**src/rtl/xadc_drp_sampler.sv**
```systemverilog
// DRP read engine for the XADC event-driven sequencer: on each eoc it reads the converted
// channel's result, optionally boxcar-averages it per channel, and publishes it on a stream and a bank.
module xadc_drp_sampler #(
   parameter  int NUM_CH   = 4,
   parameter  int CH_BASE  = 21,
   parameter  int DATA_W   = 12,
   parameter  int AVG_LOG2 = 0,
   parameter  int TIMEOUT  = 31,
   localparam int IDX_W    = (NUM_CH > 1) ? $clog2(NUM_CH) : 1
) (
   input  logic                     clk,
   input  logic                     rst,
   input  logic                     eoc_in,
   input  logic [4:0]               channel_in,
   output logic                     den_out,
   output logic                     dwe_out,
   output logic [6:0]               daddr_out,
   output logic [15:0]              di_out,
   input  logic                     drdy_in,
   input  logic [15:0]              do_in,
   output logic                     out_valid,
   input  logic                     out_ready,
   output logic [IDX_W-1:0]         out_ch,
   output logic [DATA_W-1:0]        out_data,
   output logic [NUM_CH*DATA_W-1:0] latest_data,
   output logic                     overrun,
   output logic                     missed,
   output logic                     timeout_err
);

   localparam int ACC_W = DATA_W + AVG_LOG2;
   localparam int CNT_W = (AVG_LOG2 > 0) ? AVG_LOG2 : 1;
   localparam int TMR_W = $clog2(TIMEOUT + 1);
   localparam logic [CNT_W-1:0] CNT_LAST = CNT_W'((1 << AVG_LOG2) - 1);

   typedef enum logic {IDLE, WAIT} state_t;

   state_t                     state_q, state_d;
   logic [TMR_W-1:0]           timer_q;
   logic [IDX_W-1:0]           idx_q;
   logic                       den_q;
   logic [6:0]                 daddr_q;
   logic [ACC_W-1:0]           acc_q [NUM_CH];
   logic [CNT_W-1:0]           cnt_q [NUM_CH];
   logic                       out_valid_q;
   logic [IDX_W-1:0]           out_ch_q;
   logic [DATA_W-1:0]          out_data_q;
   logic [NUM_CH*DATA_W-1:0]   latest_q;
   logic                       overrun_q;

   logic                       in_range, start, capture, emit;
   logic [DATA_W-1:0]          sample;
   logic [ACC_W-1:0]           sum;
   logic [DATA_W-1:0]          avg;
   logic                       do_unused;

   assign in_range = (6'(channel_in) >= 6'(CH_BASE)) && (6'(channel_in) < 6'(CH_BASE + NUM_CH));
   assign sample   = do_in[15 -: DATA_W];
   assign sum      = acc_q[idx_q] + ACC_W'(sample);
   assign avg      = DATA_W'(sum >> AVG_LOG2);
   assign emit     = capture && (cnt_q[idx_q] == CNT_LAST);
   assign do_unused = ^do_in;

   always_ff @(posedge clk) begin
      if (rst) state_q <= IDLE;
      else     state_q <= state_d;
   end

   always_comb begin
      state_d = state_q;
      case (state_q)
         IDLE: if (eoc_in && in_range) state_d = WAIT;
         WAIT: if (drdy_in || timer_q == TMR_W'(TIMEOUT)) state_d = IDLE;
      endcase
   end

   // drdy wins over the timeout when both land on the final cycle
   always_comb begin
      start       = 1'b0;
      capture     = 1'b0;
      missed      = 1'b0;
      timeout_err = 1'b0;
      if (!rst) begin
         case (state_q)
            IDLE: start = eoc_in && in_range;
            WAIT: begin
               capture     = drdy_in;
               missed      = eoc_in;
               timeout_err = !drdy_in && (timer_q == TMR_W'(TIMEOUT));
            end
         endcase
      end
   end

   always_ff @(posedge clk) begin
      if (rst) begin
         den_q       <= 1'b0;
         daddr_q     <= '0;
         idx_q       <= '0;
         timer_q     <= '0;
         acc_q       <= '{default: '0};
         cnt_q       <= '{default: '0};
         out_valid_q <= 1'b0;
         out_ch_q    <= '0;
         out_data_q  <= '0;
         latest_q    <= '0;
         overrun_q   <= 1'b0;
      end else begin
         den_q     <= start;
         overrun_q <= 1'b0;
         if (start) begin
            daddr_q <= {2'b00, channel_in};
            idx_q   <= IDX_W'(5'(channel_in - 5'(CH_BASE)));
            timer_q <= '0;
         end else if (state_q == WAIT) begin
            timer_q <= timer_q + TMR_W'(1);
         end
         if (out_valid_q && out_ready) out_valid_q <= 1'b0;
         if (capture) begin
            if (emit) begin
               acc_q[idx_q] <= '0;
               cnt_q[idx_q] <= '0;
               latest_q[idx_q*DATA_W +: DATA_W] <= avg;
               if (!out_valid_q || out_ready) begin
                  out_valid_q <= 1'b1;
                  out_ch_q    <= idx_q;
                  out_data_q  <= avg;
               end else begin
                  overrun_q <= 1'b1;
               end
            end else begin
               acc_q[idx_q] <= sum;
               cnt_q[idx_q] <= cnt_q[idx_q] + CNT_W'(1);
            end
         end
      end
   end

   assign den_out     = den_q;
   assign dwe_out     = 1'b0;
   assign di_out      = '0;
   assign daddr_out   = daddr_q;
   assign out_valid   = out_valid_q;
   assign out_ch      = out_ch_q;
   assign out_data    = out_data_q;
   assign latest_data = latest_q;
   assign overrun     = overrun_q;

endmodule
```
**config.mk**
```make
export PLATFORM = sky130hd
export DESIGN_NAME = xadc_drp_sampler
export DESIGN_NICKNAME = d
export VERILOG_FILES = /design/src/rtl/xadc_drp_sampler.sv
export SDC_FILE = /design/constraint.sdc
export NUM_CORES = 1
export LEC_CHECK = 0
export BUFFER_PORTS_ARGS = -buffer_cell sky130_fd_sc_hd__buf_2
export CAP_MARGIN = 20
export CORE_ASPECT_RATIO = 1.2
export CORE_MARGIN = 2
export CORE_UTILIZATION = 35
export DETAILED_ROUTE_END_ITERATION = 12
export RECOVER_POWER = 100
export SETUP_SLACK_MARGIN = 0.1
export SLEW_MARGIN = 20
export SYNTH_ARGS = -nofsm -noshare
export SYNTH_HDL_FRONTEND = slang
export SYNTH_SLANG_ARGS = --single-unit
```
**constraint.sdc**
```tcl
create_clock -name clk -period 4.82 [get_ports clk]
set_clock_uncertainty 0.1 [all_clocks]
set_input_delay 0.723 -clock clk [delete_from_list [all_inputs] [get_ports clk]]
set_output_delay 0.723 -clock clk [all_outputs]
set_load 0.05 [all_outputs]
```
Word level (Yosys, flattened, before mapping)
Cells that the tools add are included.
{"block": "word_totals", "ramBits": 0, "ff_bits": 130, "latchBits": 0, "output_inout_bits": 91, "romBits": 0, "n_memories": 0, "input_bits": 26}
{"block": "classes", "n_div": 0, "reduce_logical": 14, "shift": 2, "bitwise_logic": 9, "n_lt_le_gt_ge": 4, "n_eq_ne": 1, "addsub": 5, "multipliers": 1, "n_mux": 31}
{"cell": "bitwise mux 48 bit", "count": 2}
{"cell": "bitwise AND 48 bit", "count": 1}
{"cell": "two-way mux 48 bit", "count": 1}
{"cell": "inverter 48 bit", "count": 1}
{"cell": "variable shift 12 x 34 -> 48 bit (first input constant)", "count": 1}
{"cell": "indexed part select 12 x 34 -> 48 bit", "count": 1}
{"cell": "two-way mux 12 bit", "count": 3}
{"cell": "negation 6 -> 34 bit", "count": 1}
{"cell": "binary-select mux 12 bit (select 2 bit)", "count": 1}
{"cell": "demux 12 bit (select 2 bit)", "count": 1}
{"cell": "two-way mux 1 bit", "count": 18}
{"cell": "adder 12 bit", "count": 1}
{"cell": "logical AND 1 bit", "count": 6}
{"cell": "adder 5 x 1 -> 5 bit (second input constant)", "count": 1}
{"cell": "equality test 5 bit (second input constant)", "count": 1}
{"cell": "greater-or-equal comparator 5 bit (second input constant)", "count": 1}
{"cell": "less-than comparator 5 bit (second input constant)", "count": 1}
{"cell": "bitwise AND 4 bit", "count": 1}
{"cell": "bitwise mux 4 bit", "count": 1}
{"cell": "multiplier 2 x 2 -> 4 bit (second input constant)", "count": 1}
{"cell": "two-way mux 4 bit", "count": 1}
{"cell": "inverter 1 bit", "count": 4}
{"cell": "inverter 4 bit", "count": 1}
{"cell": "greater-or-equal comparator 3 bit (second input constant)", "count": 1}
{"cell": "13 further kinds", "count": 15}

Longest topological paths before layout
Gate-level depths: netlist of run 1.
{"block": "depth", "ltp_word": 8, "depth_mapped": 13, "depth_no_buf": 10}

Worst setup path before layout of run 1
No wires, ideal clock.
{"block": "synth_path", "path_kind": "reg2reg", "startpoint": "register idx_q[0]", "endpoint": "register latest_q[15], in the netlist latest_data[15]", "path_stages_with_launch": 13, "setup_time_ps": 124, "slack_ps": 1158, "arrival_time_ps": 3438, "path_buffers": 3, "t_required_ps": 4596, "path_cell_list": "dfxtp_1 buf_2 buf_2 mux4_2 ha_1 and3_4 nand4_1 nor3_1 or4_4 xnor2_2 buf_4 a31oi_1 o21ai_1"}
{"block": "synth_via", "elab_chain_len": 7, "elab_cells_between_ends": 16, "cone_classes": "add/sub: 2; mul: 1; shift: 2; mux: 7; bitwise: 2; reduce/logical: 2"}
{"item": "start: declaration", "line": "40", "source": "logic [IDX_W-1:0] idx_q;"}
{"item": "start signal: assignment", "line": "113", "source": "idx_q <= IDX_W'(5'(channel_in - 5'(CH_BASE)));"}
{"item": "parallel branches: the longest is 7 deep, another holds negation 6 -> 34 bit"}
{"item": "end signal: indexed assignment", "line": "123", "source": "latest_q[idx_q*DATA_W +: DATA_W] <= avg;"}
{"item": "end: declaration", "line": "48", "source": "logic [NUM_CH*DATA_W-1:0] latest_q;"}
Parallel ways; which one is timed is not known. The select of a mux whose other input is x is not followed.
A chain may end at the register's enable or synchronous reset.

Worst setup path after layout of run 1
{"block": "layout_path", "startpoint": "register idx_q[0]", "endpoint": "register latest_q[47], in the netlist latest_data[47]"}
Same word-level chain as after synthesis.

==> impl_metrics.py, run 1 <==
metrics = {
    "global_routing": {
        "grt_pass1_wl_mm": 27.7,
        "grt_max_degree": 64,
        "grt_usage": 0.189,
        "antenna_found_initial": 0,
        "first_global_vias": 5170,
        "grt_overflow_total": 0,
    },
    "placement": {
        "finalWeightedCongestion": 0.834,
        "dp_cells": 982,
        "hpwl_mm": 11.9,
        "dpl_cell_area_sq_um": 6720,
        "port_buffers": 93,
        "post-place-ws_ns": 1.07,
    },
    "sta": {
        "worst-slew-pin-transition_ns": 1.32,
        "finalCriticalPeriod_ns": 4.14,
        "setup_slack_ns": 0.679,
        "fin_hold_ws_ns": 0.337,
        "rsz0062_at_grt": "no",
        "fmax_mhz": 241,
        "setup_viol": 0,
        "finalSetupTns_ns": 0,
        "min_period_over_period": 0.859,
        "hold_viol": 0,
        "final_max_slew_viol_count": 0,
        "slew_headroom": 0.116,
    },
    "clocking": {
        "cts_tree": "yes",
        "clkLatencyLatePin_ns": 0.42,
        "numClockSinks": 130,
        "root_buffer": "clkbuf_16",
        "cts_setup_buffers": 0,
        "clk_pin_slew_ns": 0.06,
        "clk_path_buf_depth": 2,
        "hold_buffers": 0,
        "cts_resized": 0,
        "numCtsBuffers": 17,
        "htreeDepth": 4,
    },
    "setup_path": {
        "crit_path_cell_trace": "clkbuf_1 > mux4_2 > ha_1 > and3_1 > nand4_1 > nor3_1 > or4_4 > xnor2_2 > a31oi_1 > o21ai_0",
        "worstSetupPathType": "register to register",
        "crit_buf_inv": 1,
        "crit_arrival_ns": 4.32,
        "crit_required_ns": 5.00,
        "startpoint_type": "register",
        "critPathTopFamily": "simple AND/OR/NAND/NOR gates",
        "slowest_stage": "clkbuf_1",
        "end_kind": "register",
        "cp_max_fo": 11,
        "critPathMaxStageDelay_ns": 0.72,
    },
    "drt": {
        "postRouteAntennaNets": 0,
        "vias": 5270,
        "routed_wl_mm": 17.4,
        "drcViolationCount": 0,
        "vias_per_cell": 5.20,
        "drt_pass1_iterations": 6,
        "drt_iter0_drc": 459,
        "wl_per_cell_microns": 17.2,
    },
    "floorplanning": {
        "start_util": 0.353,
        "chipHeight_microns": 149,
        "pin_count": 117,
        "dieArea_sq_um": 18600,
        "design.core.area_sq_um": 17400,
        "die_w_microns": 125,
        "num_rows": 53,
    },
    "final_layout": {
        "finalNonFillerCells": 1014,
        "area_growth_pct": 16.4,
        "antenna_cells": 0,
        "final_common_cell": "dfxtp_1",
        "stdcell_area_sq_um": 7150,
        "final_core_util": 0.411,
        "nets": 830,
        "mostFrequentLayoutCells": "dfxtp_1, nand2_1, clkbuf_1, a21oi_1, nor2_1",
        "drive_gt1_frac": 0.108,
    },
    "status": {
        "outcome": "finished clean",
    },
    "synthesis": {
        "synth_area_leaders": "dfxtp_1, nand2_1, a21oi_1",
        "synth_enable_flop_cells": 0,
        "synthFlopType": "dfxtp_1",
        "synth_cell_type_count": 63,
        "avgSynthCellArea_sq_um": 8.76,
        "async_reset_ff_frac": 0,
        "synth_area_sq_um": 6140,
        "synth_top_area_frac": 0.424,
        "synthCells": 701,
        "synth_seq_cells": 130,
        "synth_seq_area_share": 0.424,
        "yosys.area.top_type": "dfxtp_1",
        "ys_warn_count": 0,
    },
    "power": {
        "p_leak_nw": 2.61,
        "p_total_mw": 2.46,
        "p_per_area_nw_per_um2": 345,
        "max-vdd-ir-drop_v": 0.000238,
    },
    "hold_path": {
        "hold_class": "register to register",
    },
    "flow_run": {
        "max_cap_viol_count": 0,
    },
}
[cell type report]
| cell class | instances | area (sq um) |
|---|---|---|
| Clock inverter | 8 | 53.8 |
| Inverter | 10 | 37.5 |
| Multi-Input combinational cell | 517 | 3230 |
| Sequential cell | 130 | 2600 |
| Timing Repair Buffer | 105 | 450 |
| Clock buffer | 24 | 492 |
| Tap cell | 220 | 275 |
| Fill cell | 1807 | 10200 |
[path summary, 6_finish.rpt]
kind | start | end | slack, ns | cells after the start
max | idx_q[0]$_SDFFE_PP0P_ | latest_data[47]$_SDFFE_PP0P_ | 0.68 | 10
min | latest_data[16]$_SDFFE_PP0P_ | latest_data[16]$_SDFFE_PP0P_ | 0.34 | 2
max reg2reg | idx_q[0]$_SDFFE_PP0P_ | latest_data[47]$_SDFFE_PP0P_ | 0.68 | 10
min reg2reg | latest_data[16]$_SDFFE_PP0P_ | latest_data[16]$_SDFFE_PP0P_ | 0.34 | 2
[cell usage after synthesis (6+ instances only)]
| library cell | count |
|---|---|
| nand2b_1 | 6 |
| nor2_1 | 58 |
| inv_1 | 10 |
| o21ai_0 | 14 |
| a22o_1 | 8 |
| mux2i_1 | 10 |
| ha_1 | 22 |
| a21oi_1 | 70 |
| dfxtp_1 | 130 |
| o21ai_1 | 15 |
| buf_4 | 20 |
| a22oi_1 | 15 |
| mux4_2 | 13 |
| nor3_1 | 11 |
| xnor2_1 | 7 |
| buf_2 | 9 |
| clkbuf_1 | 31 |
| nand2_1 | 121 |
| xor2_1 | 7 |
| nand3_1 | 15 |
| nand3b_1 | 17 |
| and2_1 | 13 |
[sequential cells by signal (all words and copies together) (netlist names)]
register	flops
out_ch	2
latest_data	48
out_data	12
acc_q	48
out_valid	1
timer_q	5
overrun	1
den_out	1
state_q	1
idx_q	2
daddr_out	5
cnt_q	4
[kinds of logic after synthesis]
kind of cell | count (synthesis) | share of synthesized area
adders and majority gates | 23 | 0.0481
xor gates and xnor gates | 17 | 0.0279
and+or+nand+nor | 271 | 0.208
other | 1 | 0.000611
DFF | 130 | 0.424
buffers and inverters | 72 | 0.0581
AOI/OAI and AO/OA | 163 | 0.167
muxes | 24 | 0.0658
[report_power, final]
part           internal, mW  switching (mW)
Clock                 0.709           0.477
Sequential             1.08         0.00531
Combinational        0.0480           0.145
[metal layers]
| layer | track usage | vias up | part of all wire |
|---|---|---|---|
| met5 | 0 | - | 0 |
| met4 | 0.0700 | 0 | 0.023 |
| met3 | 0.0384 | 34 | 0.047 |
| met2 | 0.318 | 164 | 0.48 |
| met1 | 0.242 | 2489 | 0.45 |
| li1 | - | 2583 | - |
[worst min-delay path: cells and delay by family (launching register included)]
family	cells	cell delay [ns]
AND/OR/NAND/NOR	2	0.09
flip-flops	1	0.31
No activity file was read; power rests on OpenSTA's default activity.
==> run 2: changes to the inputs <==
- CORE_UTILIZATION: 35 -> 45
- PLACE_DENSITY: not set -> 0.67
==> impl_metrics.py, run 2 (synthesis results as in run 1) <==
metrics = {
    "final_layout": {
        "nFillCells": 1248,
        "mostFrequentLayoutCells": "dfxtp_1, nand2_1, clkbuf_1, a21oi_1, nor2_1",
        "nets": 828,
        "drive_gt1_frac": 0.102,
        "antenna_cells": 0,
        "final_common_cell": "dfxtp_1",
        "area_growth_pct": 15.6,
    },
    "setup_path": {
        "critPathTopFamily": "compound AO/OA/AOI/OAI gates",
        "crit_arrival_ns": 4.35,
        "crit_path_cell_trace": "mux4_2 > ha_1 > fa_1 > a21o_1 > a221oi_1 > o21ai_0 > xor2_1 > buf_4 > a32oi_1 > a211oi_1",
        "cp_max_fo": 16,
        "end_kind": "register",
        "crit_buf_inv": 1,
        "worstSetupPathType": "register to register",
        "critPathMaxStageDelay_ns": 0.70,
        "crit_required_ns": 5.03,
        "startpoint_type": "register",
        "slowest_stage": "dfxtp_2",
    },
    "clocking": {
        "numClockSinks": 130,
        "htreeDepth": 4,
        "cts_setup_buffers": 0,
        "clk_pin_slew_ns": 0.06,
        "root_buffer": "clkbuf_16",
        "cts_resized": 0,
        "clkLatencyLatePin_ns": 0.41,
        "clk_path_buf_depth": 2,
        "cts_tree": "yes",
        "hold_buffers": 0,
        "numCtsBuffers": 17,
    },
    "status": {
        "outcome": "finished clean",
    },
    "drt": {
        "drt_pass1_iterations": 5,
        "postRouteAntennaNets": 0,
        "wl_per_cell_microns": 17.8,
        "drt_iter0_drc": 461,
        "vias_per_cell": 5.63,
        "drcViolationCount": 0,
        "routed_wl_mm": 17.1,
        "vias": 5408,
    },
    "sta": {
        "slew_headroom": 0.101,
        "finalCriticalPeriod_ns": 4.13,
        "setup_viol": 0,
        "fmax_mhz": 242,
        "worst-slew-pin-transition_ns": 1.34,
        "rsz0062_at_grt": "no",
        "fin_hold_ws_ns": 0.339,
        "min_period_over_period": 0.857,
        "hold_viol": 0,
        "final_max_slew_viol_count": 0,
        "finalSetupTns_ns": 0,
    },
    "floorplanning": {
        "design.core.area_sq_um": 13300,
        "pin_count": 117,
        "die_w_microns": 111,
        "start_util": 0.462,
        "num_rows": 46,
        "dieArea_sq_um": 14600,
        "chipHeight_microns": 132,
    },
    "global_routing": {
        "grt_max_degree": 102,
        "grt_pass1_wl_mm": 26.9,
        "first_global_vias": 5369,
        "antenna_found_initial": 0,
        "grt_overflow_total": 0,
        "grt_usage": 0.230,
    },
    "placement": {
        "finalWeightedCongestion": 0.873,
        "hpwl_mm": 11.6,
        "port_buffers": 93,
    },
    "power": {
        "p_leak_nw": 2.63,
        "max-vdd-ir-drop_v": 0.000203,
        "p_per_area_nw_per_um2": 364,
    },
    "hold_path": {
        "hold_class": "register to register",
    },
    "flow_run": {
        "max_cap_viol_count": 0,
    },
}
[run 2: cell types whose count changed in the layout (fill, tap and decap cells not counted), sizes merged]
cell,before,now
clkinvlp,4,3
clkbuf,101,93
bufinv,0,3
clkinv,4,8
[run 2: where the power goes]
group	internal (mW)	switching, mW	total, mW
clock network	0.823	0.483	1.31
logic	0.0474	0.142	0.189
registers	1.08	0.00692	1.09
total	1.95	0.632	2.58
[run 2: cell type report]
class	count	area (sq um)	share of cell area
Clock buffer	18	439	0.0619
Inverter	10	37.5	0.00529
Multi-Input combinational cell	517	3200	0.451
Tap cell	168	210	0.0296
Timing Repair Buffer	103	442	0.0622
Clock inverter	14	164	0.0231
Sequential cell	130	2600	0.367
[run 2: worst reg2reg max path, cell delays in order, from the launching register on]
cell	delay, ns
dfxtp_2	0.70
mux4_2	0.60
ha_1	0.25
fa_1	0.45
a21o_1	0.22
a221oi_1	0.50
o21ai_0	0.21
xor2_1	0.41
buf_4	0.26
a32oi_1	0.08
a211oi_1	0.26
[run 2: worst paths after layout]
| kind | start | to | slack, ns | depth (start not counted) |
|---|---|---|---|---|
| max reg2reg | idx_q[0]$_SDFFE_PP0P_ | latest_data[8]$_SDFFE_PP0P_ | 0.69 | 10 |
| min reg2reg | latest_data[32]$_SDFFE_PP0P_ | latest_data[32]$_SDFFE_PP0P_ | 0.34 | 2 |
| max | idx_q[0]$_SDFFE_PP0P_ | latest_data[8]$_SDFFE_PP0P_ | 0.69 | 10 |
| min | latest_data[32]$_SDFFE_PP0P_ | latest_data[32]$_SDFFE_PP0P_ | 0.34 | 2 |
[run 2: through the flow]
| stage | worst slack, ns | cells | total power, mW | cell area, sq um | utilization |
|---|---|---|---|---|---|
| after global routing | 0.425 | 960 | 2.66 | 7100 | 0.534 |
| after detailed placement | 0.932 | 928 | 1.30 | 6640 | 0.499 |
| final | 0.688 | 960 | 2.58 | 7100 | 0.534 |
| after global placement | 1.01 | 928 | 1.30 | 6640 | 0.499 |
| after floorplan | 1.16 | 719 | 1.26 | 6210 | - |
| after CTS | 0.869 | 960 | 2.59 | 7240 | 0.545 |
[run 2: per-layer routing]
layer / share of wire / global-route usage / up-vias / wire length, microns
li1: - / - / 2576 / -
met1: 0.41 / 0.275 / 2566 / 7060
met2: 0.49 / 0.391 / 220 / 8380
met3: 0.058 / 0.0501 / 46 / 987
met4: 0.039 / 0.116 / 0 / 666
met5: 0 / 0 / - / 0
==> run 3: changes to the inputs <==
- CORE_MARGIN: 2 -> not set
- clock period: 4.82 -> 4.1 ns (I/O delays scaled with it)
==> impl_metrics.py, run 3 (synthesis results as in run 1) <==
metrics = {
    "status": {
        "outcome": "finished clean",
    },
    "final_layout": {
        "stdcell_area_sq_um": 7200,
        "mostFrequentLayoutCells": "dfxtp_1, nand2_1, clkbuf_1, a21oi_1, nor2_1",
        "final_core_util": 0.544,
        "antenna_cells": 0,
        "nets": 836,
        "area_growth_pct": 17.2,
        "drive_gt1_frac": 0.109,
        "final_common_cell": "dfxtp_1",
    },
    "sta": {
        "rsz0062_at_grt": "no",
        "final_max_slew_viol_count": 0,
        "min_period_over_period": 0.944,
        "finalSetupTns_ns": 0,
        "slew_headroom": 0.0604,
        "hold_viol": 0,
        "finalCriticalPeriod_ns": 3.87,
        "setup_viol": 0,
        "fmax_mhz": 258,
        "worst-slew-pin-transition_ns": 1.40,
    },
    "clocking": {
        "numClockSinks": 130,
        "clk_path_buf_depth": 2,
        "hold_buffers": 0,
        "clkLatencyLatePin_ns": 0.41,
        "cts_tree": "yes",
        "cts_setup_buffers": 0,
        "clk_pin_slew_ns": 0.06,
        "root_buffer": "clkbuf_16",
        "numCtsBuffers": 17,
        "htreeDepth": 4,
        "cts_resized": 0,
    },
    "placement": {
        "dpl_cell_area_sq_um": 6700,
        "port_buffers": 93,
        "hpwl_mm": 11.7,
        "finalWeightedCongestion": 0.858,
    },
    "power": {
        "comb_power_share": 0.072,
        "power_switching_uw": 722,
        "p_per_area_nw_per_um2": 435,
        "max-vdd-ir-drop_v": 0.000244,
        "power.share.sequential": 0.408,
        "p_clk_frac": 0.520,
        "switching_share": 0.231,
        "p_leak_nw": 2.66,
        "intPower_mw": 2.41,
    },
    "floorplanning": {
        "chipHeight_microns": 130,
        "pin_count": 117,
        "num_rows": 46,
        "start_util": 0.464,
        "die_w_microns": 109,
        "design.core.area_sq_um": 13200,
        "dieArea_sq_um": 14100,
    },
    "drt": {
        "drt_pass1_iterations": 5,
        "wl_per_cell_microns": 17.7,
        "postRouteAntennaNets": 0,
        "drt_iter0_drc": 419,
        "vias_per_cell": 5.67,
        "vias": 5488,
        "drcViolationCount": 0,
        "routed_wl_mm": 17.1,
    },
    "setup_path": {
        "crit_arrival_ns": 4.11,
        "startpoint_type": "register",
        "crit_required_ns": 4.34,
        "reg2reg_depth": 10,
        "worstSetupPathType": "register to register",
        "end_kind": "register",
        "cp_max_fo": 11,
        "r2r_slack_ns": 0.23,
    },
    "hold_path": {
        "hold_class": "primary input to register",
        "hold_depth": 2,
    },
    "global_routing": {
        "grt_max_degree": 80,
        "grt_pass1_wl_mm": 26.6,
        "grt_overflow_total": 0,
        "grt_usage": 0.247,
        "first_global_vias": 5245,
        "antenna_found_initial": 0,
    },
    "flow_run": {
        "max_cap_viol_count": 0,
    },
}
run 3: cell count changes in the layout (fill, tap and decap cells not counted), sizes merged:
| cell | previous run | this run |
|---|---|---|
| clkinv | 8 | 4 |
| clkinvlp | 3 | 1 |
| bufinv | 3 | 4 |
| clkbuf | 93 | 106 |
run 3: per-layer routing:
metal | routed length, microns | up-vias | global-route usage
li1 | - | 2594 | -
met5 | 0 | - | 0
met1 | 6950 | 2617 | 0.304
met3 | 1200 | 44 | 0.0450
met4 | 628 | 0 | 0.135
met2 | 8360 | 233 | 0.409
run 3: power by group through the flow:
stage | sequential, mW | clock, mW | combinational, mW
after detailed placement | 1.30 | 0 | 0.229
final | 1.28 | 1.63 | 0.225
after global routing | 1.28 | 1.71 | 0.241
after CTS | 1.28 | 1.64 | 0.230
after floorplan | 1.31 | 0 | 0.168
after global placement | 1.30 | 0 | 0.226
run 3: worst paths after layout:
check | start | endpoint
setup reg to reg | idx_q[0]$_SDFFE_PP0P_ | latest_data[47]$_SDFFE_PP0P_
hold reg to reg | cnt_q[1]$_SDFFE_PP0P_ | cnt_q[1]$_SDFFE_PP0P_
setup / recovery | idx_q[0]$_SDFFE_PP0P_ | latest_data[47]$_SDFFE_PP0P_
hold / removal | drdy_in | cnt_q[1]$_SDFFE_PP0P_
run 3: worst max-delay path, cell delays in order, from the launching register on:
cell	delay [ns]
dfxtp_2	0.62
buf_4	0.28
mux4_2	0.53
ha_1	0.40
o21ai_0	0.18
a21oi_1	0.07
or4_4	0.53
xnor2_2	0.15
clkbuf_1	0.48
a31oi_1	0.28
o21ai_1	0.18
run 3: cell type report:
cell class	instances	area, sq um
Timing Repair Buffer	111	473
Multi-Input combinational cell	517	3230
Sequential cell	130	2600
Clock inverter	9	151
Fill cell	1252	6040
Clock buffer	23	488
Tap cell	168	210
Inverter	10	37.5
run 3: stage by stage:
stage	instances	hold slack (ns)	setup slack, ns	total power [mW]
after floorplan	719	0.311	0.438	1.48
after global placement	936	0.326	0.488	1.53
after detailed placement	936	0.332	0.440	1.53
after CTS	968	0.324	0.394	3.15
after global routing	968	0.352	0.0588	3.22
final	968	0.331	0.228	3.13
